$ cat src/rtl/common_pkg.sv
//==============================================================================
// common_pkg: shared types and default sizing for the CLIC interrupt core.
// Rev 1.0
//==============================================================================
`default_nettype none

package common_pkg;

    localparam int DEFAULT_NR_SRC      = 8;
    localparam int DEFAULT_PRIO_W      = 2;
    localparam int DEFAULT_STACK_DEPTH = 4;

    typedef logic [DEFAULT_PRIO_W-1:0]          Prio;
    typedef logic [$clog2(DEFAULT_NR_SRC)-1:0]  Index;

    typedef struct packed {
        Prio  prio;
        logic en;
    } Entry;

endpackage

`default_nettype wire

$ cat src/rtl/can_clic_arbiter.sv
//==============================================================================
// can_clic_arbiter: combinational max-priority pick, ties to the highest index.
// Rev 1.0
//==============================================================================
`default_nettype none

module can_clic_arbiter
    import common_pkg::*;
#(
    parameter  int NR_SRC = DEFAULT_NR_SRC,
    parameter  int PRIO_W = DEFAULT_PRIO_W,
    localparam int IW     = $clog2(NR_SRC)
) (
    input  logic [NR_SRC-1:0]             cand_i,
    input  logic [NR_SRC-1:0][PRIO_W-1:0] prio_i,
    output logic                          valid_o,
    output logic [IW-1:0]                 idx_o,
    output logic [PRIO_W-1:0]             prio_o
);

    // Ascending scan with >= lets a later (higher) index win an equal priority.
    always_comb begin
        valid_o = 1'b0;
        idx_o   = '0;
        prio_o  = '0;
        for (int i = 0; i < NR_SRC; i++) begin
            if (cand_i[i] && (!valid_o || (prio_i[i] >= prio_o))) begin
                valid_o = 1'b1;
                idx_o   = IW'(i);
                prio_o  = prio_i[i];
            end
        end
    end

endmodule

`default_nettype wire

$ cat src/rtl/can_clic_core.sv
//==============================================================================
// can_clic_core: prioritised interrupt presenter with a preemption stack.
// Build macro CAN_CLIC_EDGE_EN selects edge-triggered pending (default: level).
// Rev 1.0
//==============================================================================
`default_nettype none

module can_clic_core
    import common_pkg::*;
#(
    parameter  int NR_SRC      = DEFAULT_NR_SRC,
    parameter  int PRIO_W      = DEFAULT_PRIO_W,
    parameter  int STACK_DEPTH = DEFAULT_STACK_DEPTH,
    localparam int IW          = $clog2(NR_SRC),
    localparam int CW          = $clog2(NR_SRC + 1),
    localparam int DW          = $clog2(STACK_DEPTH + 1)
) (
    input  logic              clk,
    input  logic              rst_n,
    input  logic [NR_SRC-1:0] irq_i,
    input  logic              cfg_we,
    input  logic [CW-1:0]     cfg_idx,
    input  logic [PRIO_W-1:0] cfg_prio,
    input  logic              cfg_en,
    output logic              req_valid,
    output logic [IW-1:0]     req_idx,
    output logic [PRIO_W-1:0] req_prio,
    input  logic              req_ready,
    input  logic              ret_i,
    output logic [DW-1:0]     depth_o,
    output logic              ret_err
);

    logic [NR_SRC-1:0][PRIO_W-1:0]      src_prio_q;
    logic [NR_SRC-1:0]                  en_q;
    logic [NR_SRC-1:0]                  pend_q;
    logic [NR_SRC-1:0]                  pend_d;
    logic [PRIO_W-1:0]                  thr_base_q;
    logic [STACK_DEPTH-1:0][PRIO_W-1:0] stack_q;
    logic [STACK_DEPTH-1:0][PRIO_W-1:0] stack_d;
    logic [DW-1:0]                      depth_q;
    logic [DW-1:0]                      depth_d;
    logic                               ret_err_q;
    logic                               req_valid_q;
    logic [IW-1:0]                      req_idx_q;
    logic [PRIO_W-1:0]                  req_prio_q;

    logic [PRIO_W-1:0] thr_w;
    logic [NR_SRC-1:0] cand_w;
    logic              full_w;
    logic              claim_w;
    logic              pop_w;
    logic              arb_valid_w;
    logic [IW-1:0]     arb_idx_w;
    logic [PRIO_W-1:0] arb_prio_w;

    assign full_w  = (depth_q == DW'(STACK_DEPTH));
    assign claim_w = req_valid_q && req_ready;
    assign pop_w   = ret_i && (depth_q != '0);

    always_comb begin
        thr_w = thr_base_q;
        for (int i = 0; i < STACK_DEPTH; i++) begin
            if (depth_q == DW'(i + 1)) begin
                thr_w = stack_q[i];
            end
        end
    end

    always_comb begin
        cand_w = '0;
        for (int i = 0; i < NR_SRC; i++) begin
            cand_w[i] = pend_q[i] && en_q[i] && (src_prio_q[i] > thr_w);
        end
    end

    can_clic_arbiter #(
        .NR_SRC (NR_SRC),
        .PRIO_W (PRIO_W)
    ) u_arbiter (
        .cand_i  (cand_w),
        .prio_i  (src_prio_q),
        .valid_o (arb_valid_w),
        .idx_o   (arb_idx_w),
        .prio_o  (arb_prio_w)
    );

    // Claim together with return overwrites the current top in place.
    always_comb begin
        stack_d = stack_q;
        depth_d = depth_q;
        if (claim_w && pop_w) begin
            for (int i = 0; i < STACK_DEPTH; i++) begin
                if (depth_q == DW'(i + 1)) begin
                    stack_d[i] = req_prio_q;
                end
            end
        end else if (claim_w && !full_w) begin
            for (int i = 0; i < STACK_DEPTH; i++) begin
                if (depth_q == DW'(i)) begin
                    stack_d[i] = req_prio_q;
                end
            end
            depth_d = depth_q + DW'(1);
        end else if (pop_w) begin
            depth_d = depth_q - DW'(1);
        end
    end

`ifdef CAN_CLIC_EDGE_EN
    logic [NR_SRC-1:0] irq_prev_q;
    logic [NR_SRC-1:0] rise_w;
    logic [NR_SRC-1:0] clr_w;

    // A fresh edge in the claim cycle wins over the claim's clear.
    always_comb begin
        rise_w = irq_i & ~irq_prev_q;
        clr_w  = claim_w ? (NR_SRC'(1) << req_idx_q) : '0;
        pend_d = (pend_q & ~clr_w) | rise_w;
    end

    always_ff @(posedge clk) begin
        if (!rst_n) begin
            irq_prev_q <= '0;
        end else begin
            irq_prev_q <= irq_i;
        end
    end
`else
    assign pend_d = irq_i;
`endif

    always_ff @(posedge clk) begin
        if (!rst_n) begin
            src_prio_q  <= '0;
            en_q        <= '0;
            pend_q      <= '0;
            thr_base_q  <= '0;
            stack_q     <= '0;
            depth_q     <= '0;
            ret_err_q   <= 1'b0;
            req_valid_q <= 1'b0;
            req_idx_q   <= '0;
            req_prio_q  <= '0;
        end else begin
            pend_q  <= pend_d;
            stack_q <= stack_d;
            depth_q <= depth_d;
            if (ret_i && (depth_q == '0)) begin
                ret_err_q <= 1'b1;
            end
            for (int i = 0; i < NR_SRC; i++) begin
                if (cfg_we && (cfg_idx == CW'(i))) begin
                    src_prio_q[i] <= cfg_prio;
                    en_q[i]       <= cfg_en;
                end
            end
            if (cfg_we && (cfg_idx == CW'(NR_SRC))) begin
                thr_base_q <= cfg_prio;
            end
            // Suppress presentation right after a claim and while the stack is full.
            if (claim_w || full_w || !arb_valid_w) begin
                req_valid_q <= 1'b0;
                req_idx_q   <= '0;
                req_prio_q  <= '0;
            end else begin
                req_valid_q <= 1'b1;
                req_idx_q   <= arb_idx_w;
                req_prio_q  <= arb_prio_w;
            end
        end
    end

    assign req_valid = req_valid_q;
    assign req_idx   = req_idx_q;
    assign req_prio  = req_prio_q;
    assign depth_o   = depth_q;
    assign ret_err   = ret_err_q;

endmodule

`default_nettype wire
$ cat config.mk
export PLATFORM = sky130hd
export DESIGN_NAME = can_clic_core
export DESIGN_NICKNAME = d
export VERILOG_FILES = /design/src/rtl/common_pkg.sv /design/src/rtl/can_clic_arbiter.sv /design/src/rtl/can_clic_core.sv
export SDC_FILE = /design/constraint.sdc
export NUM_CORES = 1
export LEC_CHECK = 0
export ABC_AREA = 0
export ABC_CLOCK_PERIOD_IN_PS = 12700
export BUFFER_PORTS_ARGS = -buffer_cell sky130_fd_sc_hd__buf_2
export CORE_MARGIN = 2
export CORE_UTILIZATION = 46
export DETAILED_ROUTE_END_ITERATION = 10
export GPL_ROUTABILITY_DRIVEN = 0
export SLEW_MARGIN = 20
export SYNTH_ARGS = -nofsm -noshare
export SYNTH_HDL_FRONTEND = slang
export SYNTH_SLANG_ARGS = --single-unit
$ cat constraint.sdc
create_clock -name clk -period 12.7 [get_ports clk]
set_input_delay 0.635 -clock clk [delete_from_list [all_inputs] [get_ports clk]]
set_output_delay 0.635 -clock clk [all_outputs]
set_load 0.01 [all_outputs]
# After elaboration in Yosys (flattened, before gate mapping)
# Cells that the tools add are included.
# word_totals
reg_bits	52
in_bits	20
out_inout_bits	10
wordCells	169
# op_classes
addsub	2
n_lt_le_gt_ge	15
n_eq_ne	16
mux	37
bitwise	2
reduce_logical	70
# ops
op	count
$mux W2	19
$logic_and A1 B1 Y1	37
$mux W3	6
$eq A4 B3 Y1 const B	4
$gt A2 B2 Y1	8
$mux W8	2
$ge A2 B2 Y1	7
$reduce_and A3 Y1	4
$reduce_bool A2 Y1	6
$mux W1	10
$logic_not A1 Y1	9
$logic_or A1 B1 Y1	9
$eq A4 B2 Y1 const B	2
$eq A3 B2 Y1 const B	2
$ne A2 B1 Y1 const B	3
$eq A4 B1 Y1 const B	1
$eq A4 B4 Y1 const B	1
$logic_not A4 Y1	1
$add A3 B1 Y3 const B	1
$eq A3 B1 Y1 const B	1
$eq A3 B3 Y1 const B	1
$logic_not A3 Y1	1
$reduce_bool A3 Y1	1
$sub A3 B1 Y3 const B	1
other kinds (4)	5

# Longest topological paths before layout
# depth
ltp_word	39
depth_mapped	57
mapped_depth_nobuf	56

# Modules after synthesis
# Synthesis repeated with hierarchy kept, for this count alone.
# hier_totals
hier_cells	385
area_unflattened_um2	3355.7
# modules_own_cells
mod	n_inst	cells_per_inst	area_each_um2	seq_area_each_um2
can_clic_core	1	284	2646.3	1041.0
can_clic_arbiter	1	101	709.4	0.0

# Least setup slack after synthesis
# Ideal clock, no wire load.
# synth_timing
path_kind	register to register
startpoint	register depth_q[0], in the netlist depth_o[0]
endpoint	register req_prio_q[0], in the netlist req_prio[0]
setup_time_ps	87
t_arrival_ps	9694
required_ps	12613
path_slack_ps	2919
path_stages_with_launch	56
n_path_buf	1
period_less_slack_ps	9781
path_cell_list	dfxtp_1 -> inv_1 -> ha_1 -> nor2b_1 -> a22oi_1 -> nor2_1 -> a21oi_1 -> o211ai_1 -> o21ai_0 -> ha_1 -> nor2b_1 -> o2111a_2 -> buf_2 -> and2_1 -> ha_1 -> nand2b_1 -> a21oi_1 -> a211oi_1 -> [... 20 more ...] -> nand2b_1 -> a21oi_1 -> o22ai_4 -> a21oi_1 -> a22o_2 -> ha_1 -> nand2b_1 -> a21oi_1 -> o22a_2 -> inv_1 -> a221oi_2 -> nor2_1 -> ha_1 -> nand2b_1 -> a21oi_1 -> a21oi_2 -> nand2b_1 -> o31ai_1
# synth_via
elab_chain_cells	39
word_cells_on_any_way	72
classes_between	15 x order compare; 4 x eq/ne; 20 x mux; 33 x reduce/logical
# synth_rtl
item	line	rtl
start, declared	can_clic_core.sv:41	logic [DW-1:0] depth_q;
start signal, assigned	can_clic_core.sv:148	depth_q <= depth_d;
$eq A3 B1 Y1	can_clic_core.sv:64	if (depth_q == DW'(i + 1)) begin
$mux W2 (4 in a row)	can_clic_core.sv:64	
$gt A2 B2 Y1	can_clic_core.sv:73	cand_w[i] = pend_q[i] && en_q[i] && (src_prio_q[i] > thr_w);
$logic_and A1 B1 Y1	can_clic_core.sv:73	
$mux W2 / $mux W1 (equally long branches)	can_clic_arbiter.sv:27	if (cand_i[i] && (!valid_o || (prio_i[i] >= prio_o))) begin
$ge A2 B2 Y1 / $logic_not A1 Y1 (equally long branches)	can_clic_arbiter.sv:27	
$logic_or A1 B1 Y1	can_clic_arbiter.sv:27	
$logic_and A1 B1 Y1	can_clic_arbiter.sv:27	
[... 20 more ...]	n/a	
$mux W2 / $mux W1 (equally long branches)	can_clic_arbiter.sv:27	
$ge A2 B2 Y1 / $logic_not A1 Y1 (equally long branches)	can_clic_arbiter.sv:27	
$logic_or A1 B1 Y1	can_clic_arbiter.sv:27	
$logic_and A1 B1 Y1	can_clic_arbiter.sv:27	
$mux W1	can_clic_arbiter.sv:27	
$logic_not A1 Y1	can_clic_core.sv:162	if (claim_w || full_w || !arb_valid_w) begin
$logic_or A1 B1 Y1	can_clic_core.sv:162	
$reduce_or A2 Y1 (no source line)	n/a	
end signal, assigned	can_clic_core.sv:169	req_prio_q <= arb_prio_w;
end, declared	can_clic_core.sv:46	logic [PRIO_W-1:0] req_prio_q;
# Several ways; a longest one is shown, not always the timed one.
# A chain may end at the register's enable or synchronous reset.

# Worst setup path after layout
# layout_timing
startpoint	register depth_q[1], in the netlist depth_o[1]
endpoint	register req_prio_q[1], in the netlist req_prio[1]
# Same word-level chain as after synthesis.

==> results.sh <==
export IMPL_final_min_period_over_clock_period_pct=83.6
export IMPL_die_width_um=88.7
export IMPL_path_clk_slew_ns=0.10
export IMPL_hold_slack_ns=0.481
export IMPL_timing_critical_path_slowest_cell_delay_ns=0.56
export IMPL_yosys_warnings=0
export IMPL_clockBufferDepth=2
export IMPL_die_h_um=88.7
export IMPL_cp_required_ns=12.91
export IMPL_synth_flop_cell="sky130_fd_sc_hd__dfxtp_1"
export IMPL_dp_hpwl_um=5480
export IMPL_regToRegStartpoint="depth_o[1]"
export IMPL_start_util_pct=48.0
export IMPL_insertedDiodeCount=0
export IMPL_r2r_slack_ns=2.09
export IMPL_reg2reg_depth=55
export IMPL_timing_max_slew_rel_slack_pct=43.4
export IMPL_ys_ff_latch=52
export IMPL_layout_nets=441
export IMPL_worstMarginPinSlew_ns=0.848
export IMPL_largest_fanout_of_any_net_on_the_critical_path=11
export IMPL_post_cts_buffers=0
export IMPL_synth_area_um2=3300
export IMPL_cts_inserted_buffers=5
export IMPL_die_area_um2=7860
export IMPL_place_inst=474
export IMPL_seq_area_frac_synth_pct=31.6
export IMPL_drt_iter0_drc=139
export IMPL_port_buffer_count=29
export IMPL_clock_root_buffer="sky130_fd_sc_hd__clkbuf_8"
export IMPL_holdPathEnd="en_q[0]"
export IMPL_mappedNetlistNets=415
export IMPL_status="completed"
export IMPL_maxClockFrequency_ghz=0.0942
export IMPL_hold_start="en_q[0]"
export IMPL_final_hold_viol_count=0
export IMPL_htreeDepth=2
export IMPL_path_class="register to register"
export IMPL_skew_final_ns=0.0100
export IMPL_r2r_end="req_prio[1]"
export IMPL_grt_setup_unrepaired="no"
export IMPL_postSynth_asyncResetShare_pct=0
export IMPL_setup_viol=0
export IMPL_finish_utilization_pct=52.6
export IMPL_netlist_instances=359
export IMPL_hold_depth=2
export IMPL_setup_total_negative_slack_ns=0
export IMPL_via_per_instance_ratio=5.36
export IMPL_worstHoldPathType="register to register"
export IMPL_clock_sinks=52
export IMPL_pin_count_of_the_biggest_net_entering_global_routing=48
export IMPL_grt_antenna_before_repair=0
export IMPL_drt_pass1_iterations=5
export IMPL_cellPowerDensity_nw_per_um2=113
export IMPL_gr_total_overflow=0
export IMPL_crit_top_cell="sky130_fd_sc_hd__a21oi_1"
export IMPL_layout_area_seq_um2=1040
export IMPL_post_route_cells_drive_above_1_share_pct=14.8
export IMPL_grt_pass1_vias=2435
export IMPL_power_leakage_nw=1.47
export IMPL_synth_cell_types=54
export IMPL_post_cts_resize_count=0
export IMPL_number_of_flops_mapped_to_enable_cells_by_yosys=0
export IMPL_area_of_the_multi_input_gates_um2=2150
export IMPL_shortest_period_the_worst_path_allows_ns=10.61
export IMPL_cp_slowest_cell="sky130_fd_sc_hd__a221oi_1"
export IMPL_core_region_area_um2=6870
export IMPL_clk_latency_ns=0.32
export IMPL_post_drt_wl_per_cell_um=15.3
export IMPL_antenna_violation_net_count_after_detailed_routing=0
export IMPL_rows=30
export IMPL_first_pass_grt_wire_length_um=12100
export IMPL_filler_cell_count=678
export IMPL_timing_critical_path_arrival_ns=10.82
export IMPL_synth_avg_cell_area_um2=9.18
export IMPL_peak_supply_drop_v=0.0000820
export IMPL_routed_via_count=2579
export IMPL_critPathLaunchType="register"
export IMPL_finalWirelength_um=7360
export IMPL_postCtsHoldBufs=0
export IMPL_remaining_drc_errors=0
export IMPL_maxCapViolations=0
export IMPL_setup_worst_path_end_class="register"
export IMPL_floorplan_io_pins=30
export IMPL_final_cells=481
export IMPL_final_max_slew_viol_count=0
export IMPL_grt_total_usage_pct=20.0
export IMPL_area_delta_synth_final_pct=9.68
export IMPL_cts_tree="done"
[area by class of cell]
cell class / count / share of cell area [%]
multi-input cells: 279 / 59.4
flip-flops and latches: 52 / 28.8
inverters: 16 / 1.66
repair buffers: 31 / 4.43
well taps: 96 / 3.32
clock inverters: 2 / 0.450
clock buffers: 5 / 1.90
[cells in the final DEF, fill, tap and decap left out, drive strengths merged, types with 4 or more instances in the layout]
cell type  instances
dfxtp             52
nor2b             41
ha                36
mux2i             32
buf               31
a21oi             28
nand2             25
inv               17
nor2              12
and2              11
nand3             10
nand2b             8
o2111ai            8
o21ai              7
o21a               5
clkbuf             5
nand3b             4
a21boi             4
nor3b              4
o2111a             4
a221oi             4
[state kept, by name, indices dropped and copies added (netlist names)]
register and count:
ret_err 1, en_q 8, src_prio_q 16, req_prio 2, req_idx 3, pend_q 8
req_valid 1, depth_o 3, thr_base_q 2, stack_q 8
[critical path: cells and delay by family (launching register included)]
kind | cells | cell delay, ns
and+or+nand+nor | 13 | 1.79
buffers and inverters | 3 | 0.43
adders and majority gates | 9 | 2.32
AOI/OAI and AO/OA | 30 | 5.57
DFF | 1 | 0.42
[through the flow]
step | power, mW | setup slack (ns) | cell area, um2
floorplan | 0.278 | 2.92 | 3300
global placement | 0.310 | 2.45 | 3530
detailed placement | 0.315 | 2.21 | 3530
CTS | 0.412 | 2.13 | 3620
global route | 0.439 | 1.18 | 3620
finish | 0.407 | 2.09 | 3620
[logic make-up after synthesis]
family	share of synthesized area, %
AO/OA/AOI/OAI	19.4
XOR/XNOR	0.266
adder cells (fa/ha/maj)	13.7
buffers and inverters	3.23
flip-flops	31.6
multiplexers	9.72
AND/OR/NAND/NOR	22.2
[routing by layer]
metal	part of all wire, %	GRT usage (%)	up-vias	wire [um]
li1	-	-	1349	-
met1	52	28.4	1175	3820
met3	2.9	4.01	11	217
met2	44	31.1	44	3220
met5	0	0	-	0
met4	1.5	4.96	0	109
[synth_stat cells (2+ instances only)]
master,n,share of area (%)
sky130_fd_sc_hd__dfxtp_1,52,32
sky130_fd_sc_hd__nor2b_1,39,7.4
sky130_fd_sc_hd__ha_1,36,14
sky130_fd_sc_hd__mux2i_1,32,9.7
sky130_fd_sc_hd__a21oi_1,26,3.9
sky130_fd_sc_hd__nand2_1,25,2.8
sky130_fd_sc_hd__inv_1,15,1.7
sky130_fd_sc_hd__nor2_1,12,1.4
sky130_fd_sc_hd__and2_1,11,2.1
sky130_fd_sc_hd__clkbuf_1,11,1.3
sky130_fd_sc_hd__nand3_1,10,1.5
sky130_fd_sc_hd__nand2b_1,8,1.5
sky130_fd_sc_hd__o2111ai_1,7,1.9
sky130_fd_sc_hd__o21ai_0,6,0.91
sky130_fd_sc_hd__o21a_1,5,1.1
sky130_fd_sc_hd__a21boi_0,4,0.91
sky130_fd_sc_hd__nand3b_1,4,0.91
sky130_fd_sc_hd__nor3b_1,4,0.91
sky130_fd_sc_hd__a22oi_1,3,0.68
sky130_fd_sc_hd__a31oi_1,3,0.57
sky130_fd_sc_hd__nor3_1,3,0.46
sky130_fd_sc_hd__o31ai_1,3,0.68
sky130_fd_sc_hd__a211oi_1,2,0.46
sky130_fd_sc_hd__a21o_1,2,0.46
sky130_fd_sc_hd__a21oi_2,2,0.53
sky130_fd_sc_hd__a221oi_1,2,0.53
sky130_fd_sc_hd__a221oi_2,2,0.91
sky130_fd_sc_hd__nor2b_4,2,0.84
sky130_fd_sc_hd__o2111a_1,2,0.68
sky130_fd_sc_hd__o2111a_2,2,0.76
[power by group]
part | total, mW | switching [mW] | leakage (nW) | internal (mW)
Clock | 0.0962 | 0.0577 | 0.0406 | 0.0385
Sequential | 0.179 | 0.00908 | 0.422 | 0.170
Combinational | 0.132 | 0.0750 | 1.01 | 0.0566
Total | 0.407 | 0.142 | 1.47 | 0.266
[worst max-delay path by stage]
stage | slack (ns) | start | endpoint | depth (start not counted)
after CTS | 2.13 | depth_o[1] | req_prio[1] | 55
after detailed placement | 2.21 | depth_o[1] | req_prio[1] | 55
after floorplan | 2.92 | depth_o[0] | req_prio[0] | 55
final | 2.09 | depth_o[1] | req_prio[1] | 55
after global placement | 2.45 | depth_o[1] | req_prio[0] | 55
after global routing | 1.18 | depth_o[0] | req_prio[1] | 55
Note: power is estimated with default switching activity, not from simulation.
